--- config.mk ---
export PLATFORM = sky130hd
export DESIGN_NAME = snake_head_stepper
export DESIGN_NICKNAME = d
export VERILOG_FILES = /design/src/rtl/snake_pkg.sv /design/src/rtl/five_bit_adder.sv /design/src/rtl/snake_head_stepper.sv
export SDC_FILE = /design/constraint.sdc
export NUM_CORES = 1
export LEC_CHECK = 0
export CAP_MARGIN = 20
export CORE_MARGIN = 2
export CORE_UTILIZATION = 45
export DETAILED_ROUTE_END_ITERATION = 10
export PLACE_DENSITY = 0.77
export SETUP_SLACK_MARGIN = 0.15
export SKIP_CTS_REPAIR_TIMING = 1
export SLEW_MARGIN = 40
export SYNTH_ARGS = -nofsm -noshare
export SYNTH_HDL_FRONTEND = slang
export SYNTH_SLANG_ARGS = --single-unit
--- constraint.sdc ---
create_clock -name clk -period 9.75 [get_ports clk]
set_input_delay 1.95 -clock clk [delete_from_list [all_inputs] [get_ports clk]]
set_output_delay 1.95 -clock clk [all_outputs]
set_load 0.03 [all_outputs]
--- src/rtl/snake_pkg.sv ---
// Shared encodings for the snake head datapath and its control.
// Latency: n/a (types, constants and helpers only).
// Backpressure: n/a.
package snake_pkg;

  localparam int COORD_W = 5;

  typedef enum logic [1:0] {
    DIR_RIGHT = 2'b00,
    DIR_DOWN  = 2'b01,
    DIR_LEFT  = 2'b10,
    DIR_UP    = 2'b11
  } dir_t;

  typedef enum logic [1:0] {
    ST_IDLE = 2'b00,
    ST_RUN  = 2'b01,
    ST_DEAD = 2'b10
  } state_t;

  // Moves are additions: +1 or -1 in two's complement, zero holds the axis.
  localparam logic [COORD_W-1:0] DELTA_POS  = 5'b00001;
  localparam logic [COORD_W-1:0] DELTA_NEG  = 5'b11111;
  localparam logic [COORD_W-1:0] DELTA_ZERO = 5'b00000;

  // The direction that would turn the snake back onto itself.
  function automatic logic [1:0] reverse_of(input logic [1:0] d);
    return d ^ 2'b10;
  endfunction

endpackage

--- src/rtl/five_bit_adder.sv ---
// Five-bit ripple-carry adder built from a chain of full-adder cells.
// Latency: combinational.
// Backpressure: none.
module five_bit_adder (
  input  logic [4:0] A,
  input  logic [4:0] B,
  input  logic       Ci,
  output logic [4:0] SUM,
  output logic       Co
);

  logic carry;

  // Ripple the carry through one full-adder cell per bit.
  always_comb begin
    SUM   = '0;
    carry = Ci;
    for (int i = 0; i < 5; i++) begin
      SUM[i] = A[i] ^ B[i] ^ carry;
      carry  = (A[i] & B[i]) | (carry & (A[i] ^ B[i]));
    end
    Co = carry;
  end

endmodule

--- src/rtl/snake_head_stepper.sv ---
// Snake head tracker: latches turn requests and steps the head one cell per tick.
// Latency: a tick sampled on one edge shows up on head_x/head_y/dir/moved one edge later.
// Backpressure: none; ticks outside RUN are dropped. SNAKE_WALL_WRAP_EN selects wrap vs wall death.
module snake_head_stepper
  import snake_pkg::*;
#(
  parameter int GRID_W  = 32,
  parameter int GRID_H  = 24,
  parameter int START_X = 16,
  parameter int START_Y = 12
) (
  input  logic                 clk,
  input  logic                 rst,
  input  logic                 start,
  input  logic                 tick,
  input  logic [1:0]           dir_req,
  input  logic                 dir_req_valid,
  output logic [COORD_W-1:0]   head_x,
  output logic [COORD_W-1:0]   head_y,
  output logic [1:0]           dir,
  output logic                 moved,
  output logic                 running,
  output logic                 dead
);

  localparam logic [COORD_W-1:0] X_MAX  = COORD_W'(GRID_W - 1);
  localparam logic [COORD_W-1:0] Y_MAX  = COORD_W'(GRID_H - 1);
  localparam logic [COORD_W-1:0] X_INIT = COORD_W'(START_X);
  localparam logic [COORD_W-1:0] Y_INIT = COORD_W'(START_Y);

  state_t             state;
  logic [1:0]         pending_dir;

  logic               req_ok;
  logic [1:0]         eff_dir;
  logic [COORD_W-1:0] step_x;
  logic [COORD_W-1:0] step_y;
  logic [COORD_W-1:0] sum_x;
  logic [COORD_W-1:0] sum_y;
  logic               carry_x_unused;
  logic               carry_y_unused;
  logic               edge_right;
  logic               edge_left;
  logic               edge_down;
  logic               edge_up;
  logic [COORD_W-1:0] next_x;
  logic [COORD_W-1:0] next_y;
  logic               blocked;

  // Legality is judged against the committed direction so that two quick
  // turns between ticks can never add up to a reversal.
  assign req_ok  = dir_req_valid && (dir_req != reverse_of(dir));
  assign eff_dir = req_ok ? dir_req : pending_dir;

  // Select the per-axis delta and flag moves that would leave the field.
  always_comb begin
    step_x = DELTA_ZERO;
    step_y = DELTA_ZERO;
    case (eff_dir)
      DIR_RIGHT: step_x = DELTA_POS;
      DIR_LEFT:  step_x = DELTA_NEG;
      DIR_DOWN:  step_y = DELTA_POS;
      default:   step_y = DELTA_NEG;
    endcase
    edge_right = (eff_dir == DIR_RIGHT) && (head_x == X_MAX);
    edge_left  = (eff_dir == DIR_LEFT)  && (head_x == '0);
    edge_down  = (eff_dir == DIR_DOWN)  && (head_y == Y_MAX);
    edge_up    = (eff_dir == DIR_UP)    && (head_y == '0);
  end

  five_bit_adder u_add_x (
    .A   (head_x),
    .B   (step_x),
    .Ci  (1'b0),
    .SUM (sum_x),
    .Co  (carry_x_unused)
  );

  five_bit_adder u_add_y (
    .A   (head_y),
    .B   (step_y),
    .Ci  (1'b0),
    .SUM (sum_y),
    .Co  (carry_y_unused)
  );

  // Resolve the next head position: wrap at the edges, or block the move.
  always_comb begin
    next_x  = sum_x;
    next_y  = sum_y;
    blocked = 1'b0;
`ifdef SNAKE_WALL_WRAP_EN
    // Grid sizes below 32 do not wrap naturally in 5 bits, so force it.
    if (edge_right)     next_x = '0;
    else if (edge_left) next_x = X_MAX;
    if (edge_down)      next_y = '0;
    else if (edge_up)   next_y = Y_MAX;
`else
    blocked = edge_right | edge_left | edge_down | edge_up;
`endif
  end

  // Game control and all registered outputs.
  always_ff @(posedge clk or posedge rst) begin
    if (rst) begin
      state       <= ST_IDLE;
      head_x      <= X_INIT;
      head_y      <= Y_INIT;
      dir         <= DIR_RIGHT;
      pending_dir <= DIR_RIGHT;
      moved       <= 1'b0;
      running     <= 1'b0;
      dead        <= 1'b0;
    end else begin
      moved <= 1'b0;
      case (state)
        ST_RUN: begin
          if (tick) begin
            if (blocked) begin
              state   <= ST_DEAD;
              running <= 1'b0;
              dead    <= 1'b1;
              if (req_ok) pending_dir <= dir_req;
            end else begin
              head_x      <= next_x;
              head_y      <= next_y;
              dir         <= eff_dir;
              pending_dir <= eff_dir;
              moved       <= 1'b1;
            end
          end else if (req_ok) begin
            pending_dir <= dir_req;
          end
        end
        default: begin
          // IDLE and DEAD behave alike: wait for start, keep turn requests.
          if (start) begin
            state       <= ST_RUN;
            head_x      <= X_INIT;
            head_y      <= Y_INIT;
            dir         <= DIR_RIGHT;
            pending_dir <= DIR_RIGHT;
            running     <= 1'b1;
            dead        <= 1'b0;
          end else if (req_ok) begin
            pending_dir <= dir_req;
          end
        end
      endcase
    end
  end

endmodule

==> summary.md <==
| Metric | Value |
|---|---|
| Status | `complete, no violations` |
| Reg2reg end | `head_y[4]` |
| Netlist cell types | `37` |
| Flop-to-flop setup slack | `roughly 6300 ps` |
| Synth Cell Area | `1180 sq um` |
| Initial antenna violation count | `0` |
| Vias in the first global route | `~920` |
| DRT Pass-1 Iters | `4` |
| Avg Inst Size Synth | `between 9 and 10 sq um` |
| NumNets Final | `about 160` |
| Most frequent cells in the layout | `clkdlybuf4s50_1, inv_1, dfrtp_1` |
| Hold path depth | `1` |
| Top cells by area, synth | `dfrtp_1, mux2i_1, dfstp_2` |
| Final setup fails | `0` |
| WP data arrival | `5320 ps` |
| Setup Skew | `about 1.2 ps` |
| Worst Path Required | `around 10000 ps` |
| R2R cell count | `10` |
| Critical Path, Cell by Cell | `clkdlybuf4s50_1 -> xnor2_1 -> o22ai_1 -> a22oi_2 -> nand2b_1 -> fa_1 -> fa_1 -> fa_1 -> o21a_1 -> a211oi_2 -> mux2i_1` |
| Yosys warning total | `0` |
| Cell taking the most area after synthesis | `dfrtp_1` |
| Worst r2r src | `dir[1]` |
| Setup TNS | `0 ps` |
| Die Wd | `55.1 um` |
| Crit. End Element | `register` |
| RSZ-0062 raised after global routing | `no` |
| CP most frequent cell | `fa_1` |
| GP Congestion | `approximately 0.8` |
| Fin. Hold Viols | `0` |
| Mapped Cells | `121` |
| Die area | `approximately 3000 sq um` |
| Type of the worst setup path | `in -> reg` |
| Grt total ovfl | `0` |
| Gr usage total | `0.195` |
| Worst-Skew Late Latency | `approximately 300 ps` |
| HP Start | `state[1]` |
| DR iter-0 viols | `19` |
| WHS | `around 540 ps` |
| Hpwl dp | `1860 um` |
| MaxCap Viol Count | `0` |
| Tmin final | `about 5100 ps` |
| Final Total Pwr | `a little under 500 uW` |
| Slowest CP cell | `clkdlybuf4s50_1` |
| First-pass GRT wire length | `between 4000 and 5000 um` |
| Share of cells above drive strength 1 | `0.0979` |
| IO Pins | `22` |
| Tightest Pin Transition | `between 600 and 700 ps` |
| Peak Freq | `between 150 and 200 MHz` |
| Post-synth top area share | `0.298` |
| CTS H-tree lvls | `1` |
| DRC | `0` |
| Maximum number of pins on one net before global-route repair | `18` |
| TritonCTS Sinks | `17` |
| WL final | `2540 um` |
| Post-Syn Nets | `136` |
| Placeable Area | `roughly 2500 sq um` |
| Layout area overhead | `21.2%` |
| Via density | `between 5 and 6` |
| CP max FO | `9` |
| CTS root buffer | `clkbuf_4` |
| Num CTS Buffers | `3` |
| Chip height | `~55 um` |
| Post-route ant nets | `0` |
| Slew headroom | `0.576` |
| VDD IR max | `0.000161 V` |
| Clk pin slew, worst setup/hold paths | `~110 ps` |
| Initial core utilization | `0.475` |
| Sequential share of the synthesized area | `0.365` |
| Most common cell after layout, fill and taps aside | `clkdlybuf4s50_1` |
| CTS tree | `done` |
| Worst path max stage delay | `530 ps` |
| Synth Register Bits | `17` |
| Row cnt | `18` |
| Pleak | `between 0.0006 and 0.0007 uW` |
| Period utilisation layout | `0.522` |
| Antenna cells | `0` |
| Hold EP | `state[1]` |
| CTS Buffer Depth | `2` |
| Pwr/cell area | `approximately 340 nW/um^2` |
| Hold crit path type | `reg -> reg` |
| DR WL/cell | `between 10 and 15 um` |
| Via count | `between 900 and 1000` |
| Port buffer count | `21` |
| Startpoint Class | `input port` |
| Slew Viols, Final | `0` |
==> registers in the layout, summed over array words and instances, names as in the netlist <==
signal and count:
pending_dir 2, dir 2, state 2, head_x 5
moved 1, head_y 5
==> per-layer routing <==
| metal | wire (um) | vias up | track usage | part of all wire |
|---|---|---|---|---|
| met4 | 80 | 0 | 0.118 | 0.032 |
| met2 | 1270 | 23 | 0.317 | 0.50 |
| met1 | 1110 | 455 | 0.251 | 0.44 |
| met5 | 0 | - | 0 | 0 |
| li1 | - | 452 | - | - |
| met3 | 77 | 6 | 0.0188 | 0.030 |
==> cell usage after synthesis <==
| cell type | instances |
|---|---|
| a2111o_1 | 1 |
| a211oi_2 | 1 |
| a21o_1 | 3 |
| a22oi_2 | 1 |
| a31oi_1 | 1 |
| and2_1 | 1 |
| and3_2 | 1 |
| buf_6 | 2 |
| clkbuf_1 | 1 |
| dfrtp_1 | 14 |
| dfstp_2 | 3 |
| fa_1 | 3 |
| ha_1 | 5 |
| inv_1 | 16 |
| mux2i_1 | 12 |
| nand2_1 | 11 |
| nand2_2 | 1 |
| nand2b_1 | 3 |
| nand3_1 | 2 |
| nand4b_1 | 1 |
| nor2_1 | 10 |
| nor2b_1 | 2 |
| nor3_1 | 2 |
| nor4_1 | 1 |
| o2111ai_4 | 1 |
| o211a_1 | 1 |
| o211ai_1 | 1 |
| o21a_1 | 4 |
| o21ai_0 | 2 |
| o21ai_1 | 1 |
| o22ai_1 | 2 |
| o32ai_1 | 1 |
| or2_1 | 1 |
| or2_2 | 2 |
| or4_1 | 2 |
| xnor2_1 | 1 |
| xor2_1 | 4 |
==> worst max path at each step <==
stage | start | to | slack (ps) | cells after the start
2_1_floorplan | dir_req[0] | head_y[4] | 5130 | 11
3_3_place_gp | dir_req[0] | head_y[4] | 4510 | 11
3_5_place_dp | dir_req[1] | head_y[4] | 4350 | 11
4_1_cts | dir_req[1] | head_y[4] | 4660 | 11
5_1_grt | dir_req[1] | head_y[4] | 4500 | 11
6_report | dir_req[1] | head_y[4] | 4660 | 11
==> where the power goes <==
part	internal [uW]	switching, uW	leakage (uW)	total, uW
clock network	15.3	24.9	0.0000177	40.3
logic	129	176	0.000450	305
registers	104	33.8	0.000210	138
==> critical path, delay by kind of cell <==
kind | cells | cell delay [ps]
XOR/XNOR | 1 | 150
multiplexers | 1 | 200
adder cells (fa/ha/maj) | 3 | 1310
buffers and inverters | 1 | 530
AO/OA/AOI/OAI | 4 | 920
AND/OR/NAND/NOR | 1 | 270
==> cell type report <==
type / instances / area (sq um)
flip-flops and latches: 17 / 429
clock inverters: 1 / 5.00
multi-input cells: 85 / 661
inverters: 16 / 60.1
clock buffers: 3 / 22.5
fillers: 232 / 1050
repair buffers: 21 / 210
well taps: 30 / 37.5
==> cells by family (layout without fill, tap and decap cells) <==
| kind of cell | Yosys count | count (layout) | synth area share |
|---|---|---|---|
| simple gates | 40 | 40 | 0.169 |
| compound gates | 20 | 20 | 0.149 |
| buf+inv | 19 | 41 | 0.0734 |
| flops | 17 | 17 | 0.365 |
| mux | 12 | 12 | 0.102 |
| fa+ha+maj | 8 | 8 | 0.104 |
| xor+xnor | 5 | 5 | 0.0372 |
==> through the flow <==
stage	area (sq um)	utilization	worst slack, ps	std cells
2_1_floorplan	1180	-	5130	121
3_3_place_gp	1400	0.564	4510	169
3_5_place_dp	1400	0.564	4350	169
4_1_cts	1430	0.575	4660	173
5_1_grt	1430	0.575	4500	173
6_report	1430	0.575	4660	173
Note: power is estimated with default switching activity, not from simulation.
